==> src/rtl/pc_fetch_unit.sv <==
// Program counter for IF: one-cycle next-PC select (redirect > stall > BR > B > CBZ > +4) with a circular return-address stack.
// currPC updates one edge after the controls; stall freezes PC and RAS, redirect overrides stall.
module pc_fetch_unit #(
    parameter int                 ADDR_W    = 64,
    parameter int                 COND_W    = 19,
    parameter int                 BR_W      = 26,
    parameter int                 RAS_DEPTH = 4,
    parameter logic [ADDR_W-1:0]  RESET_PC  = '0
) (
    input  logic              clk,
    input  logic              rst,
    input  logic              stall,
    input  logic              redirect_valid,
    input  logic [ADDR_W-1:0] redirect_pc,
    input  logic [COND_W-1:0] condAddr,
    input  logic [BR_W-1:0]   brAddr,
    input  logic              uncondBr,
    input  logic              branch,
    input  logic              flagZero,
    input  logic              branchReg,
    input  logic [ADDR_W-1:0] Rd,
    input  logic              link,
    input  logic              ret,
    output logic [ADDR_W-1:0] currPC,
    output logic [ADDR_W-1:0] pc_plus4,
    output logic              ras_empty,
    output logic              ras_full
);

    localparam int PTR_W = (RAS_DEPTH > 1) ? $clog2(RAS_DEPTH) : 1;
    localparam int CNT_W = PTR_W + 1;

    logic [ADDR_W-1:0] pc_q, pc_d;
    logic [PTR_W-1:0]  top_q, top_d, top_inc;
    logic [CNT_W-1:0]  cnt_q, cnt_d;
    logic [ADDR_W-1:0] ras_q [RAS_DEPTH];
    logic [ADDR_W-1:0] ras_d [RAS_DEPTH];

    logic [ADDR_W-1:0] cond_off, br_off, ras_top;
    logic              advance, pop_req, do_pop, do_push;

    assign currPC    = pc_q;
    assign pc_plus4  = pc_q + ADDR_W'(4);
    assign ras_empty = (cnt_q == '0);
    assign ras_full  = (cnt_q == CNT_W'(RAS_DEPTH));
    assign ras_top   = ras_q[top_q];
    assign top_inc   = top_q + PTR_W'(1);

    assign cond_off = {{(ADDR_W-COND_W){condAddr[COND_W-1]}}, condAddr} << 2;
    assign br_off   = {{(ADDR_W-BR_W){brAddr[BR_W-1]}}, brAddr} << 2;

    assign advance = !redirect_valid && !stall;
    assign pop_req = advance && branchReg && ret;
    assign do_pop  = pop_req && !ras_empty;
    assign do_push = advance && link;

    always_comb begin
        pc_d = pc_plus4;
        if (redirect_valid) begin
            pc_d = redirect_pc;
        end else if (stall) begin
            pc_d = pc_q;
        end else if (branchReg) begin
            pc_d = (ret && !ras_empty) ? ras_top : Rd;
        end else if (uncondBr) begin
            pc_d = pc_q + br_off;
        end else if (branch && flagZero) begin
            pc_d = pc_q + cond_off;
        end
    end

    // Combined pop+push rewrites the current top in place; an empty stack gains its first entry there.
    always_comb begin
        ras_d = ras_q;
        top_d = top_q;
        cnt_d = cnt_q;
        if (do_push && pop_req) begin
            ras_d[top_q] = pc_plus4;
            if (ras_empty) begin
                cnt_d = CNT_W'(1);
            end
        end else if (do_push) begin
            ras_d[top_inc] = pc_plus4;
            top_d          = top_inc;
            if (!ras_full) begin
                cnt_d = cnt_q + CNT_W'(1);
            end
        end else if (do_pop) begin
            top_d = top_q - PTR_W'(1);
            cnt_d = cnt_q - CNT_W'(1);
        end
    end

    always_ff @(posedge clk) begin
        if (rst) begin
            pc_q  <= RESET_PC;
            top_q <= '0;
            cnt_q <= '0;
        end else begin
            pc_q  <= pc_d;
            top_q <= top_d;
            cnt_q <= cnt_d;
        end
    end

    always_ff @(posedge clk) begin
        if (!rst) begin
            ras_q <= ras_d;
        end
    end

endmodule

==> config.mk <==
export PLATFORM = sky130hd
export DESIGN_NAME = pc_fetch_unit
export DESIGN_NICKNAME = d
export VERILOG_FILES = /design/src/rtl/pc_fetch_unit.sv
export SDC_FILE = /design/constraint.sdc
export NUM_CORES = 1
export LEC_CHECK = 0
export CORE_ASPECT_RATIO = 1.75
export CORE_MARGIN = 2
export CORE_UTILIZATION = 40
export CTS_BUF_LIST = sky130_fd_sc_hd__clkbuf_16
export CTS_CLUSTER_DIAMETER = 150
export DETAILED_ROUTE_END_ITERATION = 7
export HOLD_SLACK_MARGIN = 0.12
export REMOVE_ABC_BUFFERS = 1
export SYNTH_ARGS = -nofsm -noshare
export SYNTH_HDL_FRONTEND = slang
export SYNTH_SLANG_ARGS = --single-unit
==> constraint.sdc <==
create_clock -name clk -period 9.15 [get_ports clk]
set_input_delay 1.3725 -clock clk [delete_from_list [all_inputs] [get_ports clk]]
set_output_delay 1.3725 -clock clk [all_outputs]
set_load 0.05 [all_outputs]
==> results.cfg <==
[run_status]
run_status = complete, no violations

[power]
seqPwrFrac = 0.361
max-vdd-ir-drop_v = 0.000115
leakage_nw = 11.0
p_comb_frac = 0.330
p_switching_mw = 1.81
intPower_mw = 2.92
power.density_nw_per_um2 = 160
clkPwrFrac = 0.310
swShare = 0.382

[synthesis]
synth-simple-area-share = 0.182
synth-compound-area-share = 0.201
async_flop_share = 0
avgSynthCellArea_sq_um = 8.81
synth-edff-count = 256
synth_top_family_by_area = compound AO/OA/AOI/OAI gates
yosys.area_share.adder = 0.0668
seq_area_frac_synth = 0.368
synth.most_common_cell = nor2_1
synth_cell_types = 96
ys_warn_count = 0
yosysTopAreaCellShare = 0.312
syn-instance-count = 2799
ys_top_cells_by_area = edfxtp_1 (31%), nor2_1 (6.6%), ha_1 (6.4%)
syn_area_sq_um = 24700
synth_ff_type = edfxtp_1
synthXorXnorAreaFrac = 0.0599
synth_common_cells = nor2_1 (432), nand2_1 (311), a21oi_1 (256), edfxtp_1 (256), o21ai_0 (131)
synth-seq-cells = 325
synthMuxAreaShare = 0.0695
synth_area_leader_cell = edfxtp_1

[placement]
dpl-instance-area_sq_um = 28400
io_buffers = 312
dp_hpwl_um = 87200
routabilityCongestion = 1.06

[routing]
wl_um = 116000
drt_iter0_drc = 1890
first_pass_iters = 5
viasPerCell = 6.28
ant_nets = 0
vias = 24172
wl_per_cell_um = 30.3
route.detailed.drc = 0

[cells_and_area]
syn2layout_area_growth_pct = 19.6
multi_input_area_sq_um = 14400
n_fill_cell = 5933
regArea_sq_um = 9080
fin_area_sq_um = 29500
drive_above_1_share = 0.0734
fin_nets = 3338

[worst_hold_path]
worstHoldPathType = flip-flop to flip-flop
hp-start = cnt_q[0]$_SDFFE_PP0P_
min_path_cells = 1
min_to = cnt_q[0]$_SDFFE_PP0P_

[floorplanning]
top_level_ports = 313
fp-row-count = 120
die_h_um = 333
die_w_um = 192
initial_core_util = 0.404
fp.coreArea_sq_um = 61100
design.die.area_sq_um = 63800

[grt]
overflow = 0
grt_pass1_wl_um = 165000
grt_max_degree = 66
grt_pass1_vias = 24556
antenna_found_initial = 5
track_usage = 0.361

[critical_path]
start_kind = flip-flop
r2r_setup_slack_ps = 4960
end_kind = primary output
r2r_start = currPC[2]$_SDFFE_PP0P_
max_stage_delay_ps = 890
critPathKind = flip-flop to primary output
reg2regPathDepth = 12
path_cells = and3_1 -> and3_1 -> and3_1 -> and4_1 -> nand2_1 -> xor2_1 -> inv_1 -> clkdlybuf4s50_1
cp_num_cells = 8
critical_path.top_delay_family = simple AND/OR/NAND/NOR gates
crit_path_max_fanout = 7
required_ps = 7780
rr_endpoint = currPC[58]$_SDFFE_PP0P_
crit_slowest_cell = xor2_1
critical_path_buf_inv_count = 2
cp.arrival_ps = 4750
path_common_cell = and3_1

[clock_tree]
tritoncts = done
clk_pin_slew_ps = 70
root_buffer = clkbuf_16
clk_latency_ps = 590
cts_resized = 0
cts_sinks = 325
ctsHoldBuffers = 0
h-tree-depth = 2
cts_buffers = 35
post_cts_buffers = 0
clockBufferDepth = 3

[timing]
rsz0062_at_grt = no
skew_ps = 29.9
relSlewSlack = 0.183
slew_viol_final = 0
finalCritPeriodShare = 0.669
tightest_slew_ps = 1220
layout_min_cycle_time_ps = 6130
hold_viol_final = 0
fmax_mhz = 163
whs_ps = 579
setup_viol = 0

[flow_run]
drv_cap = 0
-- registers in the layout (all words and copies together) (netlist names) --
| register | count |
|---|---|
| ras_q | 256 |
| currPC | 64 |
| top_q | 2 |
| cnt_q | 3 |
-- layout by cell type, fill, tap and decap left out, drive strengths merged, types with 45 or more instances in the layout --
master,n
a211oi,60
a21o,58
a21oi,256
buf,61
clkdlybuf4s50,306
dfxtp,69
edfxtp,256
ha,127
inv,123
mux4,64
nand2,312
nand3,64
nand4,45
nor2,433
o21ai,137
xnor2,99
xor2,69
-- final cells by class --
type | instances | area share
Multi-Input combinational cell | 2184 | 0.487
Inverter | 112 | 0.0142
Antenna cell | 3 | 0.000254
Tap cell | 793 | 0.0336
Sequential cell | 325 | 0.308
Timing Repair Buffer | 367 | 0.119
Clock buffer | 35 | 0.0297
Clock inverter | 29 | 0.00819
-- stage by stage --
step	power, mW	setup WS (ps)	util	cells	TNS [ps]
global placement	3.26	3760	0.464	3781	0
CTS	4.71	3060	0.483	3845	0
finish	4.73	3020	0.483	3848	0
detailed placement	3.26	3590	0.464	3781	0
global route	4.87	2800	0.483	3846	0
floorplan	2.61	-853	-	2621	-201790
-- per-layer routing --
layer | track usage | wire length (um) | vias up
li1 | - | - | 10726
met1 | 0.376 | 38800 | 11731
met2 | 0.601 | 55900 | 1272
met3 | 0.0722 | 8620 | 439
met4 | 0.339 | 13100 | 4
met5 | 0 | 28 | -
-- power by group through the flow --
stage	clock network (mW)	registers, mW	logic [mW]
after floorplan	0	1.78	0.832
after global placement	0	1.73	1.52
after detailed placement	0	1.74	1.52
after CTS	1.48	1.70	1.53
after global routing	1.52	1.71	1.64
final	1.47	1.71	1.56
-- logic make-up after synthesis --
kind of cell               Yosys count
adders and majority gates          130
AOI/OAI and AO/OA                  768
muxes                               91
DFF                                325
and+or+nand+nor                   1027
xor gates and xnor gates           168
buffers and inverters              290
-- worst reg2reg max path, cell delays in order (launching register included) --
cell	delay [ps]
dfxtp_1	490
ha_1	360
fa_1	460
a211oi_1	490
o21ai_1	240
a31oi_4	380
nor4_1	130
nor3_1	490
a21oi_1	190
o31ai_1	280
xnor2_1	210
o221ai_1	220
o21ai_0	120
-- worst max path at each step --
stage | startpoint | to
finish | currPC[29]$_SDFFE_PP0P_ | pc_plus4[57]
global route | currPC[2]$_SDFFE_PP0P_ | pc_plus4[60]
CTS | currPC[2]$_SDFFE_PP0P_ | pc_plus4[56]
detailed placement | stall | ras_q[14]$_DFFE_PP_
global placement | stall | ras_q[8]$_DFFE_PP_
floorplan | top_q[0]$_SDFFE_PP0P_ | ras_q[100]$_DFFE_PP_
Note: power is estimated with default switching activity, not from simulation.
